[src/rtl/tile_pkg.sv]
// Shared types and defaults for the tile fetch scheduler: tile geometry,
// sprite code type and the line-sequencing FSM encoding.
package tile_pkg;

  localparam int TILE_W      = 8;
  localparam int H_TILES_DEF = 80;
  localparam int V_TILES_DEF = 60;

  typedef logic [3:0] sprite_code_t;

  typedef enum logic [2:0] {
    S_BLANK     = 3'd0,
    S_PRE       = 3'd1,
    S_WAIT      = 3'd2,
    S_BLANK_RDY = 3'd3,
    S_ACTIVE    = 3'd4
  } tile_state_e;

endpackage

[src/rtl/tile_wr_arb.sv]
// Tile-map RAM port mux: renderer reads always win, game-logic writes take free cycles.
// Build option TILE_FETCH_VBLANK_WR_ONLY_EN restricts write grants to vblank.
module tile_wr_arb
  import tile_pkg::*;
#(
  parameter int H_TILES = H_TILES_DEF,
  parameter int V_TILES = V_TILES_DEF,
  parameter int ADDR_W  = 13
) (
  input  logic              rst,
  input  logic              rd_req,
  input  logic [ADDR_W-1:0] rd_addr,
  input  logic              vblank,
  input  logic              wr_req,
  input  logic [ADDR_W-1:0] wr_addr,
  input  logic [3:0]        wr_code,
  output logic [ADDR_W-1:0] ram_addr,
  output logic              ram_rd_en,
  output logic              ram_we,
  output logic [3:0]        ram_wdata,
  output logic              wr_ack
);

  localparam logic [ADDR_W:0] MAP_SIZE = (ADDR_W+1)'(H_TILES * V_TILES);

  logic         wr_open;
  logic         in_range;
  sprite_code_t wcode;

`ifdef TILE_FETCH_VBLANK_WR_ONLY_EN
  assign wr_open = vblank;
`else
  logic unused_vblank;
  assign unused_vblank = vblank;
  assign wr_open = 1'b1;
`endif

  assign in_range = ({1'b0, wr_addr} < MAP_SIZE);
  assign wcode    = wr_code;

  // Out-of-range writes are still acked so the requester never stalls.
  always_comb begin
    ram_addr  = '0;
    ram_rd_en = 1'b0;
    ram_we    = 1'b0;
    ram_wdata = '0;
    wr_ack    = 1'b0;
    if (!rst) begin
      if (rd_req) begin
        ram_rd_en = 1'b1;
        ram_addr  = rd_addr;
      end else if (wr_req && wr_open) begin
        wr_ack    = 1'b1;
        ram_addr  = wr_addr;
        ram_wdata = wcode;
        ram_we    = in_range;
      end
    end
  end

endmodule

[src/rtl/tile_fetch_sched.sv]
// Tile fetch scheduler: prefetches tile codes one tile ahead of the beam and
// feeds sprite_code / in-tile x,y to the sprite decoder. Option: TILE_FETCH_VBLANK_WR_ONLY_EN.
//
// state       | meaning
// S_BLANK     | idle between lines
// S_PRE       | read tile 0 of the upcoming row
// S_WAIT      | capture tile 0 code into next_code
// S_BLANK_RDY | first tile ready, waiting for de
// S_ACTIVE    | displaying, fetching tile n+1 at in-tile x==6
module tile_fetch_sched
  import tile_pkg::*;
#(
  parameter int H_TILES = H_TILES_DEF,
  parameter int V_TILES = V_TILES_DEF,
  parameter int ADDR_W  = 13
) (
  input  logic              clk,
  input  logic              rst,
  input  logic [9:0]        sx_in,
  input  logic [9:0]        sy_in,
  input  logic              de,
  input  logic              vblank,
  input  logic              line_start,
  input  logic [9:0]        next_y,
  output logic [ADDR_W-1:0] ram_addr,
  output logic              ram_rd_en,
  output logic              ram_we,
  output logic [3:0]        ram_wdata,
  input  logic [3:0]        ram_rdata,
  input  logic              wr_req,
  input  logic [ADDR_W-1:0] wr_addr,
  input  logic [3:0]        wr_code,
  output logic              wr_ack,
  output logic [2:0]        px_o,
  output logic [2:0]        py_o,
  output logic [3:0]        code_o,
  output logic              valid_o
);

  localparam logic [6:0] LAST_TILE = 7'(H_TILES - 1);

  tile_state_e       state, state_nxt;
  logic [6:0]        row_r;
  logic [6:0]        tile;
  logic [ADDR_W-1:0] row_base;
  logic              rd_req;
  logic [ADDR_W-1:0] rd_addr;
  logic              rd_pend;
  sprite_code_t      next_code, cur_code;
  logic [9:0]        unused_bits;

  assign unused_bits = {next_y[2:0], sy_in[9:3]};
  assign tile        = sx_in[9:3];
  assign row_base    = ADDR_W'(row_r) * ADDR_W'(H_TILES);

  always_comb begin
    state_nxt = state;
    rd_req    = 1'b0;
    rd_addr   = '0;
    case (state)
      S_BLANK: state_nxt = S_BLANK;
      S_PRE: begin
        rd_req    = 1'b1;
        rd_addr   = row_base;
        state_nxt = S_WAIT;
      end
      S_WAIT: state_nxt = S_BLANK_RDY;
      S_BLANK_RDY: if (de) state_nxt = S_ACTIVE;
      S_ACTIVE: begin
        if (!de) begin
          state_nxt = S_BLANK;
        end else if (sx_in[2:0] == 3'd6 && tile < LAST_TILE) begin
          rd_req  = 1'b1;
          rd_addr = row_base + ADDR_W'(tile) + ADDR_W'(1);
        end
      end
      default: state_nxt = S_BLANK;
    endcase
    if (line_start) state_nxt = S_PRE;
  end

  always_ff @(posedge clk or posedge rst) begin
    if (rst) begin
      state     <= S_BLANK;
      row_r     <= '0;
      rd_pend   <= 1'b0;
      next_code <= '0;
      cur_code  <= '0;
      px_o      <= '0;
      py_o      <= '0;
      code_o    <= '0;
      valid_o   <= 1'b0;
    end else begin
      state   <= state_nxt;
      rd_pend <= ram_rd_en;
      valid_o <= de;
      px_o    <= sx_in[2:0];
      py_o    <= sy_in[2:0];
      if (line_start) row_r <= next_y[9:3];
      if (rd_pend) next_code <= ram_rdata;
      // First pixel of a tile takes next_code directly; cur_code catches up the same edge.
      if (de) begin
        if (sx_in[2:0] == 3'd0) begin
          cur_code <= next_code;
          code_o   <= next_code;
        end else begin
          code_o <= cur_code;
        end
      end
    end
  end

  tile_wr_arb #(
    .H_TILES(H_TILES),
    .V_TILES(V_TILES),
    .ADDR_W (ADDR_W)
  ) u_arb (
    .rst      (rst),
    .rd_req   (rd_req),
    .rd_addr  (rd_addr),
    .vblank   (vblank),
    .wr_req   (wr_req),
    .wr_addr  (wr_addr),
    .wr_code  (wr_code),
    .ram_addr (ram_addr),
    .ram_rd_en(ram_rd_en),
    .ram_we   (ram_we),
    .ram_wdata(ram_wdata),
    .wr_ack   (wr_ack)
  );

endmodule

[config.mk]
export PLATFORM = sky130hd
export DESIGN_NAME = tile_fetch_sched
export DESIGN_NICKNAME = d
export VERILOG_FILES = /design/src/rtl/tile_pkg.sv /design/src/rtl/tile_wr_arb.sv /design/src/rtl/tile_fetch_sched.sv
export SDC_FILE = /design/constraint.sdc
export NUM_CORES = 1
export LEC_CHECK = 0
export ABC_CLOCK_PERIOD_IN_PS = 3340
export CELL_PAD_IN_SITES_DETAIL_PLACEMENT = 1
export CELL_PAD_IN_SITES_GLOBAL_PLACEMENT = 1
export CORE_ASPECT_RATIO = 0.5
export CORE_UTILIZATION = 26
export CTS_CLUSTER_SIZE = 40
export DETAILED_ROUTE_END_ITERATION = 10
export PLACE_DENSITY = 0.74
export SLEW_MARGIN = 0
export SYNTH_ARGS = -nofsm -noshare
export SYNTH_HDL_FRONTEND = slang
export SYNTH_SLANG_ARGS = --single-unit
[constraint.sdc]
create_clock -name clk -period 3.34 [get_ports clk]
set_clock_uncertainty 0.1 [all_clocks]
set_input_delay 1.002 -clock clk [delete_from_list [all_inputs] [get_ports clk]]
set_output_delay 1.002 -clock clk [all_outputs]
set_load 0.01 [all_outputs]
==> metrics.cfg <==
[run_status]
status = finished with violations
violations = negative setup slack

[yosys]
synthArstFlopShare_pct = 100
synth.largest_area_cell = dfrtp_1
synth_compound_area_share_pct = 16.0
synth_xor_area_share_pct = 5.57
synth_top_flop_cell = dfrtp_1
synth-seq-cells = 26
synthMuxAreaShare_pct = 10.3
synth_fa_ha_area_share_pct = 11.3
synth_edf_count = 0
synth_area_um2 = 1730
synth_simple_gate_area_share_pct = 17.3
synth.net_count = 243
synth_cells = 171
ys_seq_area_share_pct = 37.6
synth_top_cell_area_share_pct = 37.6
ys_warn_count = 0
synth_top_family_by_area = simple AND/OR/NAND/NOR gates
synth_area_leaders = dfrtp_1 38%, ha_1 10%, mux2_2 9.8%, xnor2_1 4.6%, nand2_1 3.3%
syn_area_per_cell_um2 = 10.1
yosysUniqueCellTypes = 40

[layout]
fin_cells = 398
num-nets-final = 383
num_antenna_cells = 0
drive_gt1_share_pct = 51.9
flow.area_growth_from_synthesis_pct = 101

[cts]
root_buffer = clkbuf_16
clock_sink_count = 26
htree_num_levels = 1
ctsHoldBuffers = 0
cts_inserted_buffers = 3
tritoncts = done
clkLatencyLatePin_ns = 0.26
path_clk_slew_ns = 0.07
cts_buffer_depth = 2

[timing]
min_period_ns = 3.89
setup_viol_count_final = 20
rsz0062_at_grt = yes
fin_ws_ns = -0.550
worst_pin_slew_ns = 0.685
maxSlewHeadroom_pct = 54.0
finalCritPeriodShare_pct = 116
fmax_mhz = 257
hold_viol_final = 0
slew_violations = 0

[grt]
grt_pass1_vias = 2175
track_usage_pct = 22.8
grt_pass1_wl_um = 12000
grt_max_degree = 20
antenna_found_initial = 0
gr-total-overflow = 0

[routing]
vias = 2097
drtIter0Drc = 99
dr_wl_met2_um = 4650
top_layer = met4
dr.pass1.iters = 4
detail-route-antenna-nets = 0
viasPerCell = 5.27
drt_wl_total_um = 9150
wl_met3_um = 362
drcViolationCount = 0
wirelength_met1_um = 3750
wl_per_cell_um = 23.0

[floorplan]
dieArea_um2 = 7010
io_pins = 88
core_area_um2 = 6230
rows = 20
fp.dieW_um = 117
die_h_um = 59.7
start_util_pct = 27.8

[pwr]
p_total_mw = 1.53
p_leak_nw = 1.53
max-vdd-ir-drop_mv = 0.222
power_density_nw_per_um2 = 439

[setup_path]
worstSetupStartpointType = flip-flop
crit_path_end_kind = output port
worst-setup-path-type = reg -> out
crit_fanout = 3
cp.required_ns = 2.24
arrival_ns = 2.79

[min_path]
holdCritPathClass = reg -> reg

[placed_design]
dpl.hpwl_um = 4970
port_buffers = 76
gp_congestion = 0.792
dpl.cell_count = 378

[flow_run]
cap_violations = 0

## cells in the final DEF (no fill, tap or decap), types with 2 or more instances in the layout
cell              n
dfrtp_1          25
nand2_4           2
mux2_2           15
xnor2_2           3
a211o_1           2
nand2_2           5
nor2_1            8
inv_1             2
o21ai_1           7
nand2b_4          2
ha_1              5
a21oi_4           5
and2_1            3
dlygate4sd2_1     4
a21o_1            5
xnor2_1           6
nor3_1            3
a21oi_1           4
nand3_2           2
and4_4            3
ha_4              8
a21oi_2           2
and3_1            2
nand3_1           4
nand2_1           9
buf_6            24
a22oi_1           2
buf_8             2
o21ai_4           2
clkdlybuf4s50_1  44
buf_4            45
clkdlybuf4s15_1   2
xor2_1            2
buf_2            16
clkbuf_16         3
nor3_2            2
o21ai_2           2
and2_4            4
## path summary, 6_finish.rpt
check	startpoint	end	slack, ns	cells after the start
max in group asynchronous	rst	py_o[0]	1.89	3
setup / recovery	row_r[4]	ram_addr[12]	-0.55	10
setup reg to reg	state[1]	rd_pend	1.57	6
hold reg to reg	next_code[1]	next_code[1]	0.41	1
hold / removal	next_code[1]	next_code[1]	0.41	1
min in group asynchronous	rst	row_r[0]	1.01	3
## flip-flops by register name, summed over array words and instances (netlist names)
signal     cells
cur_code       4
next_code      4
px_o           3
py_o           3
rd_pend        1
row_r          7
state          3
valid_o        1
## report_power, final
part	switching (mW)	internal (mW)	total, mW	leakage (nW)
clock	0.113	0.239	0.352	0.0511
combinational	0.361	0.412	0.774	1.17
sequential	0.0356	0.364	0.400	0.308
## routing by layer
| layer | GRT usage (%) | up-vias |
|---|---|---|
| li1 | - | 907 |
| met1 | 25.2 | 1060 |
| met2 | 46.5 | 91 |
| met3 | 2.67 | 39 |
| met4 | 8.35 | 0 |
| met5 | 0 | - |
## synth_stat cells (2+ instances only)
library cell and number:
nor3_1 6, a21oi_1 11, mux2_2 15, and2_1 7, and4_4 2, a211o_1 2, o21ai_0 10, nand2_1 15
ha_1 14, nor2_1 10, a21o_1 5, dfrtp_1 26, inv_1 3, xnor2_1 9, a22oi_1 3, xor2_1 2
nand3_1 6, and3_1 2, nand2b_1 2
## what timing repair did
| item | 4_1_cts | 5_1_grt |
|---|---|---|
| pin swaps | 36 | 20 |
| cloned | 1 | 0 |
| resized for setup | 171 | 41 |
| buffers inserted | 11 | 10 |
| endpoints found under the setup margin | 20 | 20 |
## per-stage QoR
stage / TNS, ns / instance area, µm² / util (%) / setup slack (ns) / hold slack [ns]
after global routing: -7.56 / 3480 / 55.8 / -0.626 / 0.433
after CTS: -3.86 / 3260 / 52.4 / -0.388 / 0.409
final: -6.73 / 3480 / 55.8 / -0.550 / 0.410
after floorplan: -0.0228 / 1770 / - / -0.0228 / 0.372
after global placement: -18.35 / 2960 / 47.6 / -1.01 / 0.380
after detailed placement: -18.79 / 2960 / 47.6 / -1.05 / 0.394
## worst max-delay path, cell delays in order (launching register included)
cell and delay [ns]:
dfrtp_1 0.42, buf_4 0.16, ha_1 0.29, ha_1 0.37, o21a_1 0.15, a21oi_1 0.16, o21bai_1 0.13, xnor2_1 0.33
a32oi_1 0.19, o21ai_1 0.13, buf_2 0.19
## cell families after synthesis
logic type,Yosys count
simple gates,56
compound gates,41
flops,26
mux,16
fa+ha+maj,15
xor+xnor,11
buf+inv,6
## area by class of cell
class | count | area [µm²]
sequential | 26 | 652
fill | 659 | 2750
tap | 88 | 110
multi-input combinational | 140 | 1380
inverter | 3 | 15.0
clock buffer | 3 | 75.1
timing repair buffer | 137 | 1210
clock inverter | 1 | 30.0
Power figures use the tool's default switching activity.
